File: src/rtl/mem_arbiter_if.sv
// Signal bundle around mem_arbiter: two requester ports, shared response and the memory command port.
// The slave modport is the arbiter's view; master is the surrounding environment's view.
interface mem_arbiter_if #(
    parameter int unsigned AW = 32,
    parameter int unsigned DW = 32
) ();

    // Requester 0 (core)
    logic          m0_req;
    logic          m0_we;
    logic [AW-1:0] m0_addr;
    logic [DW-1:0] m0_wdata;
    logic          m0_ack;
    logic          m0_err;

    // Requester 1 (loader/DMA)
    logic          m1_req;
    logic          m1_we;
    logic [AW-1:0] m1_addr;
    logic [DW-1:0] m1_wdata;
    logic          m1_ack;
    logic          m1_err;

    // Shared response and ownership
    logic [DW-1:0] rdata;
    logic [1:0]    grant;

    // Memory side
    logic          mem_req;
    logic          mem_we;
    logic [AW-1:0] mem_addr;
    logic [DW-1:0] mem_wdata;
    logic [DW-1:0] mem_rdata;
    logic          mem_ready;

    modport master (
        output m0_req, m0_we, m0_addr, m0_wdata,
        output m1_req, m1_we, m1_addr, m1_wdata,
        output mem_rdata, mem_ready,
        input  m0_ack, m0_err, m1_ack, m1_err,
        input  rdata, grant,
        input  mem_req, mem_we, mem_addr, mem_wdata
    );

    modport slave (
        input  m0_req, m0_we, m0_addr, m0_wdata,
        input  m1_req, m1_we, m1_addr, m1_wdata,
        input  mem_rdata, mem_ready,
        output m0_ack, m0_err, m1_ack, m1_err,
        output rdata, grant,
        output mem_req, mem_we, mem_addr, mem_wdata
    );

endinterface

File: src/rtl/mem_arbiter.sv
// Two-requester round-robin arbiter in front of a single memory port.
// One access in flight at a time, bounded by a BUSY-cycle timeout that reports err with the ack.
module mem_arbiter #(
    parameter int unsigned AW      = 32,
    parameter int unsigned DW      = 32,
    parameter int unsigned TIMEOUT = 16
) (
    input  logic         clk,
    input  logic         reset_n,
    mem_arbiter_if.slave bus
);

    localparam int unsigned CW = 8;
    localparam logic [CW-1:0] LAST_CNT = CW'(TIMEOUT - 1);

    typedef enum logic [1:0] {
        IDLE = 2'd0,
        BUSY = 2'd1,
        RESP = 2'd2
    } state_t;

    state_t        state_q, state_d;

    logic [1:0]    grant_q, grant_d;
    logic          last_m1_q, last_m1_d;
    logic [CW-1:0] cnt_q, cnt_d;
    logic          mem_req_q, mem_req_d;
    logic          mem_we_q, mem_we_d;
    logic [AW-1:0] mem_addr_q, mem_addr_d;
    logic [DW-1:0] mem_wdata_q, mem_wdata_d;
    logic [DW-1:0] rdata_q, rdata_d;
    logic [1:0]    ack_q, ack_d;
    logic [1:0]    err_q, err_d;

    logic          any_req_c;
    logic          pick_m1_c;
    logic          timeout_c;
    logic          done_c;

    // m1 wins when it is alone, or on a tie when m0 was the last owner
    assign any_req_c = bus.m0_req | bus.m1_req;
    assign pick_m1_c = bus.m1_req & (~bus.m0_req | ~last_m1_q);
    assign timeout_c = (cnt_q == LAST_CNT);
    assign done_c    = bus.mem_ready | timeout_c;

    // State register
    always_ff @(posedge clk or negedge reset_n) begin
        if (!reset_n) begin
            state_q <= IDLE;
        end else begin
            state_q <= state_d;
        end
    end

    // Next-state logic
    always_comb begin
        state_d = state_q;
        case (state_q)
            IDLE: begin
                if (any_req_c) begin
                    state_d = BUSY;
                end
            end
            BUSY: begin
                if (done_c) begin
                    state_d = RESP;
                end
            end
            RESP: begin
                state_d = IDLE;
            end
            default: begin
                state_d = IDLE;
            end
        endcase
    end

    // Next values of the registered outputs and datapath
    always_comb begin
        grant_d     = grant_q;
        last_m1_d   = last_m1_q;
        cnt_d       = cnt_q;
        mem_req_d   = mem_req_q;
        mem_we_d    = mem_we_q;
        mem_addr_d  = mem_addr_q;
        mem_wdata_d = mem_wdata_q;
        rdata_d     = rdata_q;
        ack_d       = 2'b00;
        err_d       = 2'b00;

        case (state_q)
            IDLE: begin
                if (any_req_c) begin
                    grant_d   = pick_m1_c ? 2'b10 : 2'b01;
                    last_m1_d = pick_m1_c;
                    mem_req_d = 1'b1;
                    cnt_d     = '0;
                    if (pick_m1_c) begin
                        mem_we_d    = bus.m1_we;
                        mem_addr_d  = bus.m1_addr;
                        mem_wdata_d = bus.m1_wdata;
                    end else begin
                        mem_we_d    = bus.m0_we;
                        mem_addr_d  = bus.m0_addr;
                        mem_wdata_d = bus.m0_wdata;
                    end
                end
            end
            BUSY: begin
                // A ready on the last counted cycle still completes normally
                if (bus.mem_ready) begin
                    mem_req_d = 1'b0;
                    ack_d     = grant_q;
                    rdata_d   = mem_we_q ? '0 : bus.mem_rdata;
                end else if (timeout_c) begin
                    mem_req_d = 1'b0;
                    ack_d     = grant_q;
                    err_d     = grant_q;
                    rdata_d   = '0;
                end else begin
                    cnt_d = cnt_q + CW'(1);
                end
            end
            RESP: begin
                grant_d = 2'b00;
            end
            default: begin
                grant_d   = 2'b00;
                mem_req_d = 1'b0;
            end
        endcase
    end

    // Output and datapath registers
    always_ff @(posedge clk or negedge reset_n) begin
        if (!reset_n) begin
            grant_q     <= 2'b00;
            last_m1_q   <= 1'b1;
            cnt_q       <= '0;
            mem_req_q   <= 1'b0;
            mem_we_q    <= 1'b0;
            mem_addr_q  <= '0;
            mem_wdata_q <= '0;
            rdata_q     <= '0;
            ack_q       <= 2'b00;
            err_q       <= 2'b00;
        end else begin
            grant_q     <= grant_d;
            last_m1_q   <= last_m1_d;
            cnt_q       <= cnt_d;
            mem_req_q   <= mem_req_d;
            mem_we_q    <= mem_we_d;
            mem_addr_q  <= mem_addr_d;
            mem_wdata_q <= mem_wdata_d;
            rdata_q     <= rdata_d;
            ack_q       <= ack_d;
            err_q       <= err_d;
        end
    end

    assign bus.grant     = grant_q;
    assign bus.mem_req   = mem_req_q;
    assign bus.mem_we    = mem_we_q;
    assign bus.mem_addr  = mem_addr_q;
    assign bus.mem_wdata = mem_wdata_q;
    assign bus.rdata     = rdata_q;
    assign bus.m0_ack    = ack_q[0];
    assign bus.m1_ack    = ack_q[1];
    assign bus.m0_err    = err_q[0];
    assign bus.m1_err    = err_q[1];

endmodule

File: src/flat_wrapper.sv
// flat-port wrapper written by rule: the top's interface ports become plain ports
module mem_arbiter_flat 
#(
    parameter int unsigned AW      = 32,
    parameter int unsigned DW      = 32,
    parameter int unsigned TIMEOUT = 16
)
  (clk, reset_n, bus_m0_req, bus_m0_we, bus_m0_addr, bus_m0_wdata, bus_m1_req, bus_m1_we, bus_m1_addr, bus_m1_wdata, bus_mem_rdata, bus_mem_ready, bus_m0_ack, bus_m0_err, bus_m1_ack, bus_m1_err, bus_rdata, bus_grant, bus_mem_req, bus_mem_we, bus_mem_addr, bus_mem_wdata);
  mem_arbiter_if #(.AW(AW), .DW(DW)) bus_i ();
  input  logic clk;
  input  logic reset_n;
  input wire logic [$bits(bus_i.m0_req)-1:0] bus_m0_req;
  input wire logic [$bits(bus_i.m0_we)-1:0] bus_m0_we;
  input wire logic [$bits(bus_i.m0_addr)-1:0] bus_m0_addr;
  input wire logic [$bits(bus_i.m0_wdata)-1:0] bus_m0_wdata;
  input wire logic [$bits(bus_i.m1_req)-1:0] bus_m1_req;
  input wire logic [$bits(bus_i.m1_we)-1:0] bus_m1_we;
  input wire logic [$bits(bus_i.m1_addr)-1:0] bus_m1_addr;
  input wire logic [$bits(bus_i.m1_wdata)-1:0] bus_m1_wdata;
  input wire logic [$bits(bus_i.mem_rdata)-1:0] bus_mem_rdata;
  input wire logic [$bits(bus_i.mem_ready)-1:0] bus_mem_ready;
  output wire logic [$bits(bus_i.m0_ack)-1:0] bus_m0_ack;
  output wire logic [$bits(bus_i.m0_err)-1:0] bus_m0_err;
  output wire logic [$bits(bus_i.m1_ack)-1:0] bus_m1_ack;
  output wire logic [$bits(bus_i.m1_err)-1:0] bus_m1_err;
  output wire logic [$bits(bus_i.rdata)-1:0] bus_rdata;
  output wire logic [$bits(bus_i.grant)-1:0] bus_grant;
  output wire logic [$bits(bus_i.mem_req)-1:0] bus_mem_req;
  output wire logic [$bits(bus_i.mem_we)-1:0] bus_mem_we;
  output wire logic [$bits(bus_i.mem_addr)-1:0] bus_mem_addr;
  output wire logic [$bits(bus_i.mem_wdata)-1:0] bus_mem_wdata;
  assign bus_i.m0_req = bus_m0_req;
  assign bus_i.m0_we = bus_m0_we;
  assign bus_i.m0_addr = bus_m0_addr;
  assign bus_i.m0_wdata = bus_m0_wdata;
  assign bus_i.m1_req = bus_m1_req;
  assign bus_i.m1_we = bus_m1_we;
  assign bus_i.m1_addr = bus_m1_addr;
  assign bus_i.m1_wdata = bus_m1_wdata;
  assign bus_i.mem_rdata = bus_mem_rdata;
  assign bus_i.mem_ready = bus_mem_ready;
  assign bus_m0_ack = bus_i.m0_ack;
  assign bus_m0_err = bus_i.m0_err;
  assign bus_m1_ack = bus_i.m1_ack;
  assign bus_m1_err = bus_i.m1_err;
  assign bus_rdata = bus_i.rdata;
  assign bus_grant = bus_i.grant;
  assign bus_mem_req = bus_i.mem_req;
  assign bus_mem_we = bus_i.mem_we;
  assign bus_mem_addr = bus_i.mem_addr;
  assign bus_mem_wdata = bus_i.mem_wdata;
  mem_arbiter #(.AW(AW), .DW(DW), .TIMEOUT(TIMEOUT)) u_core (.clk(clk), .reset_n(reset_n), .bus(bus_i));
endmodule
File: config.mk
export PLATFORM = sky130hd
export DESIGN_NAME = mem_arbiter_flat
export DESIGN_NICKNAME = d
export VERILOG_FILES = /design/src/rtl/mem_arbiter_if.sv /design/src/rtl/mem_arbiter.sv /design/src/flat_wrapper.sv
export SDC_FILE = /design/constraint.sdc
export NUM_CORES = 1
export LEC_CHECK = 0
export BUFFER_PORTS_ARGS = -buffer_cell sky130_fd_sc_hd__buf_2
export CAP_MARGIN = 20
export CELL_PAD_IN_SITES_DETAIL_PLACEMENT = 1
export CELL_PAD_IN_SITES_GLOBAL_PLACEMENT = 1
export CORE_MARGIN = 1
export CORE_UTILIZATION = 33
export CTS_BUF_LIST = sky130_fd_sc_hd__clkbuf_2 sky130_fd_sc_hd__clkbuf_4 sky130_fd_sc_hd__clkbuf_8
export CTS_CLUSTER_DIAMETER = 40
export DETAILED_ROUTE_END_ITERATION = 12
export PLACE_DENSITY_LB_ADDON = 0.1
export SETUP_SLACK_MARGIN = 0.3
export SLEW_MARGIN = 0
export SYNTH_ARGS = -nofsm -noshare
export SYNTH_HDL_FRONTEND = slang
export SYNTH_SLANG_ARGS = --single-unit
File: constraint.sdc
create_clock -name clk -period 1.9 [get_ports clk]
set_input_delay 0.095 -clock clk [delete_from_list [all_inputs] [get_ports clk]]
set_output_delay 0.095 -clock clk [all_outputs]
set_load 0.005 [all_outputs]
==> summary.md <==
| Metric | Value |
|---|---|
| Final WL | 27.1 mm |
| Synthesized Nets | 607 |
| Setup TNS | 0 ns |
| Lkg Pwr | 4.70 nW |
| Yosys cell types | 33 |
| Cell Chain, Critical Path | or4_4, nor2_4, buf_6, o21ai_4, buf_6, a22o_1 |
| H-tree lvl count | 4 |
| Post-synth top area share | 60.4% |
| CP max FO | 7 |
| Ports | 271 |
| CP Class | flop to flop |
| Peak supply drop | 751 µV |
| Synth top area cells | dfrtp_1, nand2_1, a22oi_1 |
| Clk sinks | 115 |
| Worst EP arrival | 2.15 ns |
| Fillers | 1507 |
| Synth-to-Final Area Change | 94.5% |
| Final hold violation count | 0 |
| NumNets Final | 1081 |
| RSZ-0062 raised after global routing | yes |
| Vias per inst | 5.37 |
| Post-route ant nets | 0 |
| Register bit total from synthesis | 115 |
| Vias in the first global route | 6574 |
| Clock Latency Late Sink | 0.48 ns |
| DRC Markers | 0 |
| Skew final | 0.0309 ns |
| Root buf cell | clkbuf_8 |
| Via Count | 5958 |
| Sequential Area | 2880 µm² |
| Final Setup Violations | 0 |
| Syn Inst Count | 439 |
| Tightest Pin Transition | 0.462 ns |
| PwrDens | 1390 nW/µm² |
| Result of the run | completed |
| Share of cells above drive strength 1 | 42.8% |
| Post-synth top cells | nand2_1, dfrtp_1, a22oi_1 |
| Clk pwr share | 22.2% |
| NetSw | 5.03 mW |
| Warnings, synthesis | 0 |
| Routed WL per cell | 24.4 µm |
| Sequential area share after synthesis | 61.0% |
| PortBufs | 270 |
| Worst hold slack | 0.0794 ns |
| Synthesized area | 4720 µm² |
| Gr ovfl total | 0 |
| Synth area leader | dfrtp_1 |
| Initial antenna violation count | 4 |
| Row cnt | 43 |
| TritonCTS Buffers | 17 |
| Min-delay worst type | primary input to flop |
| CORE AREA | 13900 µm² |
| Die Span Y | 122 µm |
| First-pass GRT wire length | 35.6 mm |
| Comb power frac | 44.7% |
| WP data required | 2.26 ns |
| First DRT Iteration DRCs | 302 |
| Max-slew violations | 0 |
| CP max-delay cell | or4_4 |
| Tmin final | 1.80 ns |
| Most numerous cell in the Yosys netlist | nand2_1 |
| Syn avg cell area | 10.8 µm² |
| Ys flop type | dfrtp_1 |
| CP max stage delay | 0.57 ns |
| Starting density of the core | 33.9% |
| Crit path launch type | flop |
| CP Capture Type | flop |
| Period utilisation layout | 94.5% |
| CTS tree | yes |
| Longest Clk Path Bufs | 2 |
| Rel. slew slack | 69.2% |
| Sequential share of power | 33.2% |
| Largest net degree at the start of global routing | 68 |
| Max Freq | 557 MHz |
| Clk slew on worst S/H paths | 0.08 ns |
| Post-synth EDFFs | 0 |
| FF-to-FF setup slack | 0.10 ns |
| Most used cell, CP | buf_6 |
| Fraction of registers with async set or reset after synthesis | 100% |
| Multi-input gate area | 1900 µm² |
| Die area | 14800 µm² |
| Switching share of total power | 39.5% |
| Max Cap Viol | 0 |
| Die Wd | 122 µm |
| Overall Global Routing Usage | 32.8% |
| Post-detail-place hpwl | 10.8 mm |
| First drt pass iteration count | 4 |
| Routability congestion estimate | 0.802 |
| Internal power | 7.71 mW |
==> placed cells by master, fill, tap and decap left out, types with 6 or more instances in the layout <==
cell type	count
buf_2	269
dlygate4sd3_1	163
nand2_1	132
dfrtp_1	113
a22oi_1	39
a22o_1	32
a22oi_2	26
clkbuf_8	19
buf_4	18
buf_6	13
o31ai_1	12
nor2_1	6
buf_12	6
==> cell families (layout without fill, tap and decap cells) <==
kind of cell / count (synthesis) / count (layout) / share of synthesized area (%)
AND/OR/NAND/NOR: 161 / 161 / 14.5
AO/OA/AOI/OAI: 127 / 129 / 20.6
flip-flops: 115 / 115 / 61.0
buffers and inverters: 35 / 520 / 3.58
adder cells (fa/ha/maj): 1 / 1 / 0.265
other: 0 / 4 / 0
==> state kept, by name (all words and copies together) (netlist names), 2 cells and up <==
signal                cells
u_core.ack_q              2
u_core.cnt_q              8
u_core.bus.rdata         32
u_core.state_q            2
u_core.bus.grant          2
u_core.bus.mem_addr      32
u_core.bus.mem_wdata     32
u_core.err_q              2
==> worst max-delay path, delay by kind of cell (launching register included) <==
kind | cells | cell delay (ns)
buf+inv | 2 | 0.30
simple gates | 2 | 0.73
compound gates | 2 | 0.29
flops | 1 | 0.38
==> layer usage <==
metal | global-route usage [%] | up-vias | routed length [µm]
met3 | 10.7 | 140 | 2010
met5 | 0 | - | 0
met2 | 58.6 | 360 | 13800
met1 | 33.2 | 2941 | 9320
met4 | 19.4 | 0 | 1910
li1 | - | 2517 | -
==> final timing paths <==
check,from,endpoint,cells after the start
max reg2reg,u_core.cnt_q[7],u_core.bus.rdata[21],6
min,bus_m0_req,u_core.bus.grant[1],4
max in group asynchronous,reset_n,u_core.bus.rdata[26],3
min in group asynchronous,reset_n,u_core.bus.mem_addr[11],2
min reg2reg,u_core.bus.mem_addr[9],u_core.bus.mem_addr[9],2
max,u_core.cnt_q[7],u_core.bus.rdata[21],6
==> repair_timing <==
item | in CTS | in global routing
setup buffers | 18 | 7
endpoints found under the hold margin | 128 | 0
pin swaps | 48 | 20
gates resized for setup | 41 | 24
hold buffers | 163 | 0
setup endpoints to repair | 110 | 101
gates cloned | 7 | 6
==> metrics by stage <==
stage               area [µm²]  cells  power [mW]  utilization (%)  worst slack (ns)
floorplan                 4720    439        6.02                -             0.260
global placement          6320    873        7.82             45.4            0.0797
detailed placement        6320    873        7.98             45.4           0.00821
CTS                       8860   1093        11.6             63.6             0.125
global route              9180   1110        13.3             65.9            0.0723
finish                    9180   1110        12.7             65.9             0.104
==> cell type report <==
class	count	share of cell area [%]
repair buffers	481	40.0
flip-flops and latches	115	31.4
multi-input cells	291	20.7
clock buffers	19	2.85
well taps	180	2.45
clock inverters	13	2.24
inverters	7	0.286
diodes	4	0.109
==> power groups by stage <==
| stage | Clock [mW] | Sequential (mW) | Combinational (mW) |
|---|---|---|---|
| 2_1_floorplan | 0 | 4.16 | 1.86 |
| 3_3_place_gp | 0 | 4.09 | 3.73 |
| 3_5_place_dp | 0 | 4.11 | 3.87 |
| 4_1_cts | 2.73 | 4.07 | 4.80 |
| 5_1_grt | 2.93 | 4.32 | 6.02 |
| 6_report | 2.82 | 4.23 | 5.69 |
Note: power is estimated with default switching activity, not from simulation.
